### src/rtl/fetch_pkg.sv
// Shared types and constants for the RV32I instruction fetch stage.
package fetch_pkg;

  typedef enum logic [1:0] {
    IDLE  = 2'd0,
    REQ   = 2'd1,
    FLUSH = 2'd2
  } fetch_state_t;

  localparam logic [31:0] NOP_INSTR_DEF = 32'h0000_0013;
  localparam logic [31:0] PC_STEP       = 32'd4;
  localparam logic [31:0] ALIGN_MASK    = 32'hFFFF_FFFC;

  function automatic logic [31:0] align_pc(input logic [31:0] addr);
    return addr & ALIGN_MASK;
  endfunction

endpackage

### src/rtl/program_counter.sv
// Program counter register: redirect load has priority over sequential advance.
module program_counter
  import fetch_pkg::*;
#(
  parameter logic [31:0] RESET_PC = 32'h0000_0000
) (
  input  logic        clk,
  input  logic        rst,
  input  logic        load,
  input  logic [31:0] load_pc,
  input  logic        advance,
  input  logic [31:0] advance_base,
  output logic [31:0] pc
);

  always_ff @(posedge clk or posedge rst) begin
    if (rst) begin
      pc <= RESET_PC;
    end else if (load) begin
      pc <= align_pc(load_pc);
    end else if (advance) begin
      pc <= advance_base + PC_STEP;
    end
  end

endmodule

### src/rtl/instruction_fetch.sv
// Fetch stage: request-and-wait memory interface, single-entry output slot, redirect flushing.
module instruction_fetch
  import fetch_pkg::*;
#(
  parameter logic [31:0] RESET_PC  = 32'h0000_0000,
  parameter logic [31:0] NOP_INSTR = NOP_INSTR_DEF
) (
  input  logic        Clock,
  input  logic        Reset,
  output logic        Mem_Req,
  output logic [31:0] Mem_Addr,
  input  logic        Mem_Ready,
  input  logic [31:0] Mem_Data,
  input  logic        Branch_Taken,
  input  logic [31:0] Branch_Target,
  input  logic        Stall,
  output logic [31:0] Instruction,
  output logic [31:0] Instruction_PC,
  output logic        Instruction_Valid
);

  fetch_state_t state, state_nxt;
  logic [31:0]  pc;
  logic [31:0]  req_addr_p0;
  logic         req_raw;
  logic         capture;
  logic         latch_addr;
  logic [31:0]  instr_p1;
  logic [31:0]  pc_p1;
  logic         vld_p1;

  program_counter #(
    .RESET_PC(RESET_PC)
  ) u_pc (
    .clk         (Clock),
    .rst         (Reset),
    .load        (Branch_Taken),
    .load_pc     (Branch_Target),
    .advance     (capture),
    .advance_base(Mem_Addr),
    .pc          (pc)
  );

  always_ff @(posedge Clock or posedge Reset) begin
    if (Reset) begin
      state <= IDLE;
    end else begin
      state <= state_nxt;
    end
  end

  always_comb begin
    state_nxt = state;
    case (state)
      IDLE: begin
        if (req_raw && !Mem_Ready) state_nxt = REQ;
      end
      REQ: begin
        if (Mem_Ready)         state_nxt = IDLE;
        else if (Branch_Taken) state_nxt = FLUSH;
      end
      FLUSH: begin
        if (Mem_Ready) state_nxt = IDLE;
      end
      default: state_nxt = IDLE;
    endcase
  end

  // Once a request is outstanding the address must not move, even across a redirect.
  always_comb begin
    req_raw    = 1'b0;
    Mem_Addr   = pc;
    capture    = 1'b0;
    latch_addr = 1'b0;
    case (state)
      IDLE: begin
        req_raw    = (!vld_p1 || !Stall) && !Branch_Taken;
        Mem_Addr   = pc;
        capture    = req_raw && Mem_Ready;
        latch_addr = req_raw && !Mem_Ready;
      end
      REQ: begin
        req_raw  = 1'b1;
        Mem_Addr = req_addr_p0;
        capture  = Mem_Ready && !Branch_Taken;
      end
      FLUSH: begin
        req_raw  = 1'b1;
        Mem_Addr = req_addr_p0;
      end
      default: begin
        req_raw = 1'b0;
      end
    endcase
    Mem_Req = req_raw && !Reset;
  end

  // ---- stage p0: outstanding request address ----
  always_ff @(posedge Clock) begin
    if (latch_addr) begin
      req_addr_p0 <= pc;
    end
  end

  // ---- stage p1: output slot toward decode ----
  always_ff @(posedge Clock or posedge Reset) begin
    if (Reset) begin
      vld_p1   <= 1'b0;
      instr_p1 <= NOP_INSTR;
      pc_p1    <= 32'h0000_0000;
    end else if (Branch_Taken) begin
      vld_p1   <= 1'b0;
      instr_p1 <= NOP_INSTR;
    end else if (capture) begin
      vld_p1   <= 1'b1;
      instr_p1 <= Mem_Data;
      pc_p1    <= Mem_Addr;
    end else if (vld_p1 && !Stall) begin
      vld_p1   <= 1'b0;
      instr_p1 <= NOP_INSTR;
    end
  end

  assign Instruction       = instr_p1;
  assign Instruction_PC    = pc_p1;
  assign Instruction_Valid = vld_p1;

endmodule

### config.mk
export PLATFORM = sky130hd
export DESIGN_NAME = instruction_fetch
export DESIGN_NICKNAME = d
export VERILOG_FILES = /design/src/rtl/fetch_pkg.sv /design/src/rtl/program_counter.sv /design/src/rtl/instruction_fetch.sv
export SDC_FILE = /design/constraint.sdc
export NUM_CORES = 1
export LEC_CHECK = 0
export CAP_MARGIN = 20
export CELL_PAD_IN_SITES_DETAIL_PLACEMENT = 0
export CELL_PAD_IN_SITES_GLOBAL_PLACEMENT = 2
export CORE_ASPECT_RATIO = 0.5
export CORE_MARGIN = 2
export CORE_UTILIZATION = 30
export CTS_BUF_LIST = sky130_fd_sc_hd__clkbuf_4 sky130_fd_sc_hd__clkbuf_8 sky130_fd_sc_hd__clkbuf_16
export DETAILED_ROUTE_END_ITERATION = 10
export PLACE_DENSITY = 0.76
export SKIP_LAST_GASP = 1
export SLEW_MARGIN = 20
export SYNTH_ARGS = -nofsm -noshare
export SYNTH_HDL_FRONTEND = slang
export SYNTH_SLANG_ARGS = --single-unit
### constraint.sdc
create_clock -name Clock -period 4.5 [get_ports Clock]
set_input_delay 0.9 -clock Clock [delete_from_list [all_inputs] [get_ports Clock]]
set_output_delay 0.9 -clock Clock [all_outputs]
set_load 0.1 [all_outputs]
== Word level (Yosys, flattened, before mapping) ==
Cells that the tools add are included.

* $add $sub $neg: 1
* Equal/unequal tests: 5
* Mux-type cells: 17
* Bitwise operators: 1
* Reduce and logical (&&, ||, !) cells: 19

{| class="wikitable"
|+ Operators with widths
! operator !! number
|-
| 32-bit two-way mux || 6
|-
| 32-bit by 3-bit adder with 32-bit output, second input constant || 1
|-
| 2-bit two-way mux || 4
|-
| 1-bit logical AND || 7
|-
| 2-bit case mux with 3 select lines || 1
|-
| 1-bit logical NOT || 5
|-
| 1-bit two-way mux || 4
|-
| 2-bit != test, second input constant || 2
|-
| 1-bit case mux with 2 select lines || 2
|-
| 3-bit != test, second input constant || 1
|-
| 3-bit AND reduction || 1
|-
| 3-bit nonzero test || 1
|-
| 2-bit by 1-bit == test with 1-bit output, second input constant || 1
|-
| 2-bit == test, second input constant || 1
|-
| 2-bit logical NOT || 1
|-
| 2-bit AND reduction || 1
|-
| 2-bit nonzero test || 1
|-
| 2-bit OR reduction || 1
|-
| 1-bit logical OR || 1
|-
| 1-bit NOT || 1
|}

* Register bits: 131
* Input bits: 69
* Output and inout port bits: 98

== Depth between registers and ports, before layout ==
* Depth in word-level cells: 7
* Gate-level depth with buffers: 13
* Mapped depth without buffers: 10

== Hierarchy ==
From an unflattened synthesis, not the netlist that was laid out.

* Cells, all modules: 534
* Area, all modules: 5,926.9 µm²

{| class="wikitable"
|+ Modules (own cells, without submodules)
! module !! instances !! cells each !! area an instance (µm²)
|-
| instruction_fetch || 1 || 317 || 3,976.3
|-
| program_counter || 1 || 217 || 1,950.6
|}

== Least setup slack after synthesis ==
OpenSTA, ideal clock, no wires.

* Kind: input -> register
* From: in Branch_Taken
* To: reg req_addr_p0[0] (enable)
* Data arrival time: 3.718 ns
* Data required time: 4.032 ns
* Path slack: 0.314 ns
* Cell stages on the path: 3
* Buffers on the path: 2
* Cell sequence: clkbuf_1 buf_1 nor3b_1

* Cells in the longest elaborated chain, start to end: 4

{| class="wikitable"
|+ Ends and longest elaborated chain
! what !! RTL line !! source
|-
| from (decl) || instruction_fetch.sv:14 || <nowiki>input logic Branch_Taken,</nowiki>
|-
| 1-bit logical NOT || instruction_fetch.sv:77 || <nowiki>req_raw = (!vld_p1 || !Stall) && !Branch_Taken;</nowiki>
|-
| 1-bit logical AND || instruction_fetch.sv:77 ||
|-
| 1-bit logical AND || instruction_fetch.sv:80 || <nowiki>latch_addr = req_raw && !Mem_Ready;</nowiki>
|-
| 1-bit two-way mux || instruction_fetch.sv:75 || <nowiki>case (state)</nowiki>
|-
| via latch_addr || instruction_fetch.sv:27 || <nowiki>logic latch_addr;</nowiki>
|-
| to (signal assigned) || instruction_fetch.sv:101 || <nowiki>req_addr_p0 <= pc;</nowiki>
|-
| to (decl) || instruction_fetch.sv:24 || <nowiki>logic [31:0] req_addr_p0;</nowiki>
|}

The timed path passes the listed nets, and every way through them passes these cells.
A chain may end at the register's enable or synchronous reset.

== Final worst setup path ==
* From: reg state[1]
* To: out Mem_Addr[6]

* Cells in the longest elaborated chain, start to end: 3

{| class="wikitable"
|+ Ends and longest elaborated chain
! what !! RTL line !! source
|-
| from (decl) || instruction_fetch.sv:22 || <nowiki>fetch_state_t state, state_nxt;</nowiki>
|-
| from (signal assigned) || instruction_fetch.sv:48 || <nowiki>state <= state_nxt;</nowiki>
|-
| 2-bit == test / 2-bit by 1-bit == test with 1-bit output (equally long branches) || instruction_fetch.sv:75 ||
|-
| 2-bit OR reduction (no source line) * || n/a ||
|-
| 32-bit two-way mux * || instruction_fetch.sv:75 ||
|-
| to (decl) || instruction_fetch.sv:11 || <nowiki>output logic [31:0] Mem_Addr,</nowiki>
|}

Mark *: on every way between the ends. The rest lies on a longest branch, timed or not.

==> summary.md <==
| Metric | Value |
|---|---|
| # fillers | just under 2,000 |
| Core Area | 19,600 um^2 |
| Setup_tns | 0 ns |
| RSZ-0062 raised after global routing | no |
| Hold Vio Cnt, Final | 0 |
| Yosys cell types | 54 |
| Period utilization | 89.0% |
| Met3 Usage GRT | under 10% |
| Hold Crit Start | u_pc.pc[31]$_DFFE_PP0P_ |
| Worst Skew | 0.0100 ns |
| Synth Flop Type | dfrtp_1 |
| Skew-Pair Late Insertion Delay | between 0.4 and 0.5 ns |
| Most numerous cell in the Yosys netlist | nand2_1 |
| Critical path class | flip-flop to primary output |
| Hold Slack | about 0.46 ns |
| DIE WIDTH | roughly 200 um |
| Worst-path fanout max | 25 |
| Design area | 8510 um^2 |
| Endpoints failing setup | 0 |
| Residual DRC count | 0 |
| FFs w/ async S/R, synth | between 70% and 80% |
| Crit Reg-Reg Startpoint | state[1]$_DFFE_PP0P_ |
| Last weighted congestion value of the routability-driven placer | 0.756 |
| Clk root buf | clkbuf_16 |
| Crit path required time | between 3 and 4 ns |
| Diodes inserted | 0 |
| Worst Max-Slew Pin Slew | a little over 1 ns |
| Routed Antenna Nets | 0 |
| Die area | around 21,000 um^2 |
| # resized after CTS | 0 |
| Placed cell area | around 7900 um^2 |
| TritonCTS clock tree | done |
| Overflow left after global routing | 0 |
| Yosys top cell by area | dfrtp_1 |
| Hold endpoint | req_addr_p0[31]$_DFFE_PP_ |
| Nets | 801 |
| H-tree depth | 4 |
| DR vias | roughly 4,800 |
| Buffers on Ports | 164 |
| Maximum clock frequency | roughly 0.25 GHz |
| Vias in the first global route | between 4,000 and 5,000 |
| Setup crit end kind | primary output |
| Worst Reg-to-Reg Cells | 9 |
| Area delta synth->final | 41.0% |
| Reg2reg end | u_pc.pc[31]$_DFFE_PP0P_ |
| EDFF count, synth | 32 |
| Syn_nets | between 600 and 700 |
| Max clock buf depth | 2 |
| Site Rows | 36 |
| Worst Hold Class | flip-flop to flip-flop |
| I/O pins | 167 |
| Wire length of the first global-routing pass | 28,400 um |
| Largest net degree at the start of global routing | 57 |
| Fin crit period | between 4 and 5 ns |
| CP Data Arrival Time | slightly above 3 ns |
| Register area share after synthesis | about 57% |
| Met1 Usage GRT | between 20% and 30% |
| Max-cap violations | 0 |
| Synth warn | 0 |
| DRT Pass-1 Iters | 4 |
| Via-to-Cell Ratio | 4.77 |
| Initial antenna violation count | 0 |
| Fin util | 43.5% |
| Post-synthesis instance area | just over 6000 um^2 |
| Initial DRC count | approximately 250 |
| Post-Syn Instances | 562 |
| Relative slew slack | 31.3% |
| Die Y | approximately 100 um |
| Status | complete, no violations |
| Global routing usage on met2 | 24.9% |
| Slew Limit Fails | 0 |
| Layout cell share with drive strength beyond 1 | ~14% |
| CP Launch Type | flip-flop |
| Syn Area/Cell | about 11 um^2 |
| Clock sink total | between 100 and 150 |
| Post-DP HPWL | approximately 12,000 um |
| Final WL | between 15,000 and 20,000 um |
| Yosys top cell area share | ~40% |
| Worst-path clk slew | roughly 0.06 ns |
| Synth Register Bits | between 100 and 150 |
| Gr usage total | about 17% |
| Wirelength per Cell | 17.5 um |
| Post-CTS Repair Setup Buffers | 0 |
| Grt peak-use layer | met1 |
| Most frequent cells after synthesis | 108 x nand2_1, 96 x dfrtp_1, 37 x o21ai_0 |
| Initial core utilization | about 31% |
| Depth of the worst hold-timing path | 0 |
| FF-to-FF setup slack | between 0.8 and 0.9 ns |
| Cts-stage hold buffer count | 0 |
| Synth top area cells | dfrtp_1 40%, edfxtp_1 16%, nand2_1 6.7%, a22o_1 4.2%, mux2i_1 3.3% |
| CTS Buf Count | 17 |
sequential cells by signal (all words and copies together) (netlist names):
signal / count
u_pc.pc: 32
state: 2
Instruction: 32
Instruction_Valid: 1
req_addr_p0: 32
Instruction_PC: 32
worst max-delay path, cell delays in order (launching register included):
cell	delay (ns)
dfrtp_1	0.39
inv_1	0.09
ha_2	0.72
mux2i_1	0.26
inv_1	0.09
clkdlybuf4s50_1	1.13
cells by family (layout without fill, tap and decap cells):
logic type	count (synthesis)	count (layout)	share of synthesized area, %
AOI/OAI and AO/OA	127	127	14.8
xor gates and xnor gates	22	22	3.19
adders and majority gates	5	5	1.04
buffers and inverters	60	238	4.04
DFF	131	131	57.0
muxes	32	32	5.55
and+or+nand+nor	185	185	14.4
per-stage QoR:
step / setup WS [ns] / std cells
after floorplan: 0.314 / 562
after global placement: 0.903 / 974
after detailed placement: 0.901 / 974
after CTS: 0.476 / 1006
after global routing: 0.295 / 1006
final: 0.497 / 1006
placed cells by master (no fill, tap or decap), types with 6 or more instances in the layout:
cell and instances:
a22o_1 29, o21ai_0 36, nand3b_1 8, a21oi_1 22
inv_1 26, o221ai_1 10, mux2i_1 20, edfxtp_1 32
nand2_1 107, nand4_1 6, clkbuf_4 7, and3_1 6
xnor2_1 19, nor2_1 19, buf_4 43, nand3_1 17
clkdlybuf4s50_1 135, mux2_2 12, dfrtp_1 96, clkbuf_16 17
metal layers:
metal	wire, um	up-vias
met1	8840	2335
met5	0	-
met3	1050	11
li1	-	2323
met2	7530	126
met4	138	0
final cells by class:
cell class              instances  area (um^2)  area share (%)
clock buffers                  27          519            6.10
inverters                      27          104            1.22
flip-flops and latches        131         3440            40.4
well taps                     266          333            3.91
clock inverters                 5         55.1           0.647
multi-input cells             371         2380            28.0
repair buffers                179         1680            19.7
worst max-delay path by stage:
stage,start,to,slack [ns],cells past startpoint
2_1_floorplan,Branch_Taken,req_addr_p0[0]$_DFFE_PP_,0.31,3
3_3_place_gp,Stall,Mem_Req,0.90,6
3_5_place_dp,Stall,Mem_Req,0.90,6
4_1_cts,state[1]$_DFFE_PP0P_,Mem_Addr[30],0.48,4
5_1_grt,state[1]$_DFFE_PP0P_,Mem_Addr[6],0.29,5
6_report,state[1]$_DFFE_PP0P_,Mem_Addr[6],0.50,5
Power is left out: the tool's default activity adds up to more than one toggle a clock period on the data nets, which glitch-free logic cannot reach.
